===== config.mk =====
export PLATFORM = sky130hd
export DESIGN_NAME = uart_rx_block_ctrl
export DESIGN_NICKNAME = d
export VERILOG_FILES = /design/src/rtl/uart_pkg.sv /design/src/rtl/uart_idle_timer.sv /design/src/rtl/uart_rx_block_ctrl.sv
export SDC_FILE = /design/constraint.sdc
export NUM_CORES = 1
export LEC_CHECK = 0
export ABC_AREA = 1
export CORE_MARGIN = 2
export CORE_UTILIZATION = 30
export DETAILED_ROUTE_END_ITERATION = 10
export SKIP_LAST_GASP = 1
export SLEW_MARGIN = 0
export SYNTH_ARGS = -nofsm -noshare
export SYNTH_HDL_FRONTEND = slang
export SYNTH_SLANG_ARGS = --single-unit

===== constraint.sdc =====
create_clock -name Clk -period 4.3 [get_ports Clk]
set_input_delay 1.29 -clock Clk [delete_from_list [all_inputs] [get_ports Clk]]
set_output_delay 1.29 -clock Clk [all_outputs]
set_load 0.005 [all_outputs]

===== src/rtl/uart_pkg.sv =====
// Shared definitions for the UART receive path.
package uart_pkg;

  localparam int unsigned UART_BYTE_W           = 8;
  localparam int unsigned UART_BLOCK_BYTES_DEF  = 16;

  // Block assembler states.
  typedef enum logic [1:0] {
    ST_IDLE    = 2'd0,
    ST_COLLECT = 2'd1,
    ST_HOLD    = 2'd2
  } rx_blk_state_e;

endpackage : uart_pkg


===== src/rtl/uart_idle_timer.sv =====
// Inter-byte idle timer: counts tick pulses until cleared, flags when the limit is reached.
module uart_idle_timer #(
  parameter int unsigned TO_W = 16
) (
  input  logic            Clk,
  input  logic            Rst,
  input  logic            clear,
  input  logic            tick,
  input  logic [TO_W-1:0] limit,
  output logic            expired
);

  logic [TO_W-1:0] count_q;
  logic [TO_W-1:0] count_d;

  // Next count: clear wins, otherwise count ticks and stick at full scale.
  always_comb begin
    count_d = count_q;
    if (clear) begin
      count_d = '0;
    end else if (tick && (count_q != '1)) begin
      count_d = count_q + TO_W'(1);
    end
  end

  // Counter register.
  always_ff @(posedge Clk) begin
    if (Rst) begin
      count_q <= '0;
    end else begin
      count_q <= count_d;
    end
  end

  // A zero limit disables expiry.
  assign expired = (limit != '0) && (count_q >= limit);

endmodule : uart_idle_timer


===== src/rtl/uart_rx_block_ctrl.sv =====
// Assembles received UART bytes into fixed-size blocks, discarding partial blocks on error or timeout.
module uart_rx_block_ctrl
  import uart_pkg::*;
#(
  parameter int unsigned BLOCK_BYTES = UART_BLOCK_BYTES_DEF,
  parameter int unsigned TO_W        = 16
) (
  input  logic                                Clk,
  input  logic                                Rst,
  input  logic                                En,
  input  logic                                baud_clk,
  input  logic [UART_BYTE_W-1:0]              s_axis_tdata,
  input  logic                                s_axis_tvalid,
  output logic                                s_axis_tready,
  input  logic                                rx_frame_error,
  input  logic                                rx_parity_error,
  input  logic                                rx_overrun_error,
  input  logic [TO_W-1:0]                     timeout_ticks,
  output logic [UART_BYTE_W*BLOCK_BYTES-1:0]  m_axis_tdata,
  output logic                                m_axis_tvalid,
  input  logic                                m_axis_tready,
  output logic [$clog2(BLOCK_BYTES+1)-1:0]    byte_idx,
  output logic                                drop_err,
  output logic                                drop_timeout,
  output logic [7:0]                          drop_cnt
);

  localparam int unsigned IDX_W  = $clog2(BLOCK_BYTES + 1);
  localparam int unsigned DATA_W = UART_BYTE_W * BLOCK_BYTES;

  rx_blk_state_e     state_q, state_d;
  logic [DATA_W-1:0] data_q, data_d;
  logic              valid_q, valid_d;
  logic [IDX_W-1:0]  idx_q, idx_d;
  logic              derr_q, derr_d;
  logic              dto_q, dto_d;
  logic [7:0]        dcnt_q, dcnt_d;

  logic accept;
  logic rx_err;
  logic in_collect;
  logic timer_clear;
  logic timer_expired;
  logic drop_bump;

  // Ready is a direct function of state so a byte can be taken in the same cycle it is offered.
  assign s_axis_tready = En && !Rst && (state_q != ST_HOLD);
  assign accept        = s_axis_tvalid && s_axis_tready;
  assign rx_err        = rx_frame_error || rx_parity_error || rx_overrun_error;
  assign in_collect    = (state_q == ST_COLLECT);
  // Timer only runs while a partial block is waiting for its next byte.
  assign timer_clear   = !En || !in_collect || accept || rx_err || timer_expired;

  uart_idle_timer #(
    .TO_W (TO_W)
  ) u_idle_timer (
    .Clk     (Clk),
    .Rst     (Rst),
    .clear   (timer_clear),
    .tick    (baud_clk),
    .limit   (timeout_ticks),
    .expired (timer_expired)
  );

  // Next-state and output computation; error beats byte beats timeout.
  always_comb begin
    state_d   = state_q;
    data_d    = data_q;
    valid_d   = valid_q;
    idx_d     = idx_q;
    derr_d    = 1'b0;
    dto_d     = 1'b0;
    dcnt_d    = dcnt_q;
    drop_bump = 1'b0;

    case (state_q)
      ST_HOLD: begin
        // Held block is immune to enable and receiver errors until taken.
        if (valid_q && m_axis_tready) begin
          valid_d = 1'b0;
          idx_d   = '0;
          state_d = ST_IDLE;
        end
      end
      default: begin
        if (!En) begin
          idx_d   = '0;
          state_d = ST_IDLE;
        end else if (rx_err) begin
          idx_d     = '0;
          state_d   = ST_IDLE;
          derr_d    = 1'b1;
          drop_bump = 1'b1;
        end else if (accept) begin
          for (int unsigned k = 0; k < BLOCK_BYTES; k++) begin
            if (idx_q == IDX_W'(k)) begin
              data_d[UART_BYTE_W*k +: UART_BYTE_W] = s_axis_tdata;
            end
          end
          idx_d = idx_q + IDX_W'(1);
          if (idx_q == IDX_W'(BLOCK_BYTES - 1)) begin
            state_d = ST_HOLD;
            valid_d = 1'b1;
          end else begin
            state_d = ST_COLLECT;
          end
        end else if (in_collect && timer_expired) begin
          idx_d     = '0;
          state_d   = ST_IDLE;
          dto_d     = 1'b1;
          drop_bump = 1'b1;
        end
      end
    endcase

    if (drop_bump && (dcnt_q != 8'hFF)) begin
      dcnt_d = dcnt_q + 8'd1;
    end
  end

  // State and registered outputs.
  always_ff @(posedge Clk) begin
    if (Rst) begin
      state_q <= ST_IDLE;
      data_q  <= '0;
      valid_q <= 1'b0;
      idx_q   <= '0;
      derr_q  <= 1'b0;
      dto_q   <= 1'b0;
      dcnt_q  <= '0;
    end else begin
      state_q <= state_d;
      data_q  <= data_d;
      valid_q <= valid_d;
      idx_q   <= idx_d;
      derr_q  <= derr_d;
      dto_q   <= dto_d;
      dcnt_q  <= dcnt_d;
    end
  end

  assign m_axis_tdata  = data_q;
  assign m_axis_tvalid = valid_q;
  assign byte_idx      = idx_q;
  assign drop_err      = derr_q;
  assign drop_timeout  = dto_q;
  assign drop_cnt      = dcnt_q;

endmodule : uart_rx_block_ctrl


==> results.txt <==
----------------------------------------------------
[Timing]
  Fmax ... 256 MHz
  Minimum period implied by the final worst setup slack ... 3910 ps
  Setup repair after global routing missed its margin ... no
  Final clock period utilization by the worst path ... 0.910
  Final total negative setup slack ... 0 ps
  Endpoints failing setup ... 0
  Slew HR ... 0.386
  Number of hold violations in the final report ... 0
  Worst setup skew after layout ... 12.4 ps
  Slew Viols, Final ... 0
  Least-Margin Pin Slew ... just over 900 ps

[Route]
  DRT met1 WL ... 9.27 mm
  Routed len/inst ... 14.0 um
  Number of iterations in the first detailed-routing pass ... 4
  Met2 Routed Length ... 8.55 mm
  Antenna-violating nets left ... 0
  Highest routing layer actually used ... met4
  Total via count in the routed design ... 6143
  Detailed-route wire length ... 19.5 mm
  Met3 wire len ... 1.41 mm
  Initial drt markers ... 207
  Remaining routing DRC violations ... 0
  Via density per instance ... 4.43

[Synthesis]
  Synth area leader ... sky130_fd_sc_hd__dfxtp_1
  Primary flip-flop cell chosen by synthesis mapping ... sky130_fd_sc_hd__dfxtp_1
  Count of flip-flops with a built-in enable after synthesis ... 0
  Number of synthesized register bits ... 162
  Simple-gate portion of the synthesized area ... 0.152
  Multiplexer share of the synthesized area ... 0
  Top cells by count, synth ... 174 x sky130_fd_sc_hd__inv_1, 162 x sky130_fd_sc_hd__dfxtp_1, 123 x sky130_fd_sc_hd__a21oi_1
  Share of the synthesized netlist area taken by xor and xnor gates ... 0.00123
  Sequential area share after synthesis ... 0.455
  Count of synthesis-stage warnings from yosys ... 0
  Net count after synthesis ... 954
  Leading post-synthesis cells by cell area ... sky130_fd_sc_hd__dfxtp_1 46%, sky130_fd_sc_hd__inv_1 9.2%, sky130_fd_sc_hd__a21oi_1 8.6%, sky130_fd_sc_hd__o21ai_0 7.2%, sky130_fd_sc_hd__a211oi_2 5.6%
  Cell with the most instances after synthesis ... sky130_fd_sc_hd__inv_1
  Average size of a mapped cell ... approximately 7.9 um^2
  Fraction of synthesized cell area taken by the top area cell type ... 0.455
  Fraction of the mapped netlist area in compound gates ... 0.225
  Fraction of registers with async set/reset ... 0
  Adder-cell share of the synthesized area ... 0.0404
  Count of cell types in the netlist ... 38
  Number of instances in the synthesized netlist ... 898
  Netlist area before placement ... 7120 um^2
  Combinational family with the most area after synthesis ... compound AO/OA/AOI/OAI gates

[GRT]
  Antenna violations before repair ... 1
  Pin count of the biggest net entering global routing ... 103
  Total Routing Usage GR ... 0.158
  Number of global-route vias before repair ... 5753
  Global-route wire length before repair ... about 31 mm
  GR Overflow Total ... 0

[Floorplan]
  Area of the die ... 25000 um^2
  Number of top-level pins ... 178
  Starting density of the core ... 0.304
  Height of the die ... 158 um
  Core outline area ... 23400 um^2
  Num rows ... 56
  Width of the chip ... ~160 um

[Finish]
  Area of combinational cells with multiple inputs ... slightly below 3000 um^2
  Ant diodes ... 0
  Share of layout cells above drive strength 1 ... 0.0861
  Area occupied by registers ... 3240 um^2
  Post-layout utilization of the core ... 0.414
  Synth-to-layout area growth ... 36.1%
  Post-route cell area ... a little under 10000 um^2
  Filler Cell Count ... 2413
  Final Net Count ... 1112

[Place]
  Total placed instance area ... 9080 um^2
  Number of buffers added on ports ... around 180
  HPWL after detailed placement ... ~13 mm
  Final weighted congestion of routability-driven global placement ... 0.818

[Outcome]
  Run status ... finished, final reports clean

[Setup path]
  Required @ worst endpoint ... 3010 ps
  Type of element capturing the critical path ... output pin
  Source of the worst register-to-register timing path ... u_idle_timer.count_q[0]$_SDFFE_PP0P_
  Signal arrival time at the worst endpoint ... 2620 ps
  Setup slack, reg-to-reg ... 2160 ps
  Worst r2r path cells ... 14
  Setup crit end ... s_axis_tready
  CP Class ... primary input to output pin
  Critical Path Start ... En
  Terminus of the critical flop-to-flop path ... drop_cnt[5]$_SDFFE_PP0P_
  Worst Setup Start Kind ... primary input
  Highest net fanout along the worst path ... 4

[Clock network]
  PostCTS Resize Cnt ... 0
  Number of buffers on the longest clock path ... 2
  Cts-stage hold buffer count ... 0
  Sinks on Clock Net ... about 160
  Setup Buffers After CTS ... 0
  Clock-pin slew on the worst setup and hold paths ... 60 ps
  CTS tree ... done
  Total CTS buffers ... 17
  Skew-Pair Late Insertion Delay ... ~420 ps
  Clock Root Buffer ... sky130_fd_sc_hd__clkbuf_16
  Total number of H-tree levels ... 4

[Min path]
  Cell depth of the worst hold path ... 2
  Worst hold path class ... register to register

[Pwr]
  Total power draw ... 3250 uW
  Peak supply drop ... 0.000208 V
  PD cells ... 335 nW/um^2
  Leakage power figure ... 0.00359 uW

[Job]
  Max-capacitance violation count ... 0

----------------------------------------------------
[registers in the layout, summed over array words and instances (netlist names)]
register              count
m_axis_tdata            128
drop_cnt                  8
drop_err                  1
byte_idx                  5
state_q                   2
u_idle_timer.count_q     16
drop_timeout              1
m_axis_tvalid             1
[critical path: stages]
cell	delay, ps
sky130_fd_sc_hd__clkdlybuf4s50_1	590
sky130_fd_sc_hd__nand2_4	100
sky130_fd_sc_hd__nor2_8	140
sky130_fd_sc_hd__clkdlybuf4s50_1	510
[worst min path at each step]
| stage | startpoint | to | slack (ps) |
|---|---|---|---|
| CTS | m_axis_tdata[95]$_SDFFE_PP0P_ | m_axis_tdata[95]$_SDFFE_PP0P_ | 450 |
| finish | m_axis_tdata[1]$_SDFFE_PP0P_ | m_axis_tdata[1]$_SDFFE_PP0P_ | 450 |
| global placement | m_axis_tdata[54]$_SDFFE_PP0P_ | m_axis_tdata[54]$_SDFFE_PP0P_ | 430 |
| detailed placement | m_axis_tdata[95]$_SDFFE_PP0P_ | m_axis_tdata[95]$_SDFFE_PP0P_ | 440 |
| floorplan | m_axis_tdata[0]$_SDFFE_PP0P_ | m_axis_tdata[0]$_SDFFE_PP0P_ | 440 |
| global route | m_axis_tdata[1]$_SDFFE_PP0P_ | m_axis_tdata[1]$_SDFFE_PP0P_ | 460 |
[routing by layer]
layer | vias to the layer above | track usage
li1 | 3225 | -
met1 | 2776 | 0.208
met2 | 129 | 0.247
met3 | 13 | 0.0545
met4 | 0 | 0.0442
met5 | - | 0
[through the flow]
| step | std cells | worst slack [ps] | hold WS [ps] |
|---|---|---|---|
| 4_1_cts | 1388 | 379 | 447 |
| 3_3_place_gp | 1356 | 383 | 432 |
| 5_1_grt | 1388 | 336 | 456 |
| 6_report | 1388 | 387 | 445 |
| 2_1_floorplan | 898 | 1360 | 440 |
| 3_5_place_dp | 1356 | 379 | 436 |
[final cells by class]
cell class | instances | area share
clock buffer | 20 | 0.0450
multi-input combinational | 517 | 0.308
clock inverter | 12 | 0.0177
sequential | 162 | 0.335
timing repair buffer | 180 | 0.185
tap | 319 | 0.0412
inverter | 178 | 0.0693
[cell families after synthesis]
family | count (synthesis)
xor gates and xnor gates | 1
adders and majority gates | 23
DFF | 162
AOI/OAI and AO/OA | 268
and+or+nand+nor | 225
buffers and inverters | 219
[report_power, final]
part	internal [uW]	leakage [uW]	total, uW	switching, uW
logic	57.0	0.00200	151	94.1
clock network	932	0.000290	1590	658
registers	1500	0.00131	1510	3.64
[cells in the final DEF, fill, tap and decap left out, drive strengths merged, types with 2 or more instances in the layout]
master	n
or2	2
clkinv	2
a31oi	3
bufinv	3
clkinvlp	2
nand3	17
nor3	13
a21oi	123
dfxtp	162
nand2	98
ha	23
clkbuf	20
inv	183
nor4	3
o21ai	104
clkdlybuf4s50	176
nand4	13
a211oi	32
a31o	2
nor3b	2
o21a	2
nor2	75
buf	4
(Power assumes the default switching activity.)
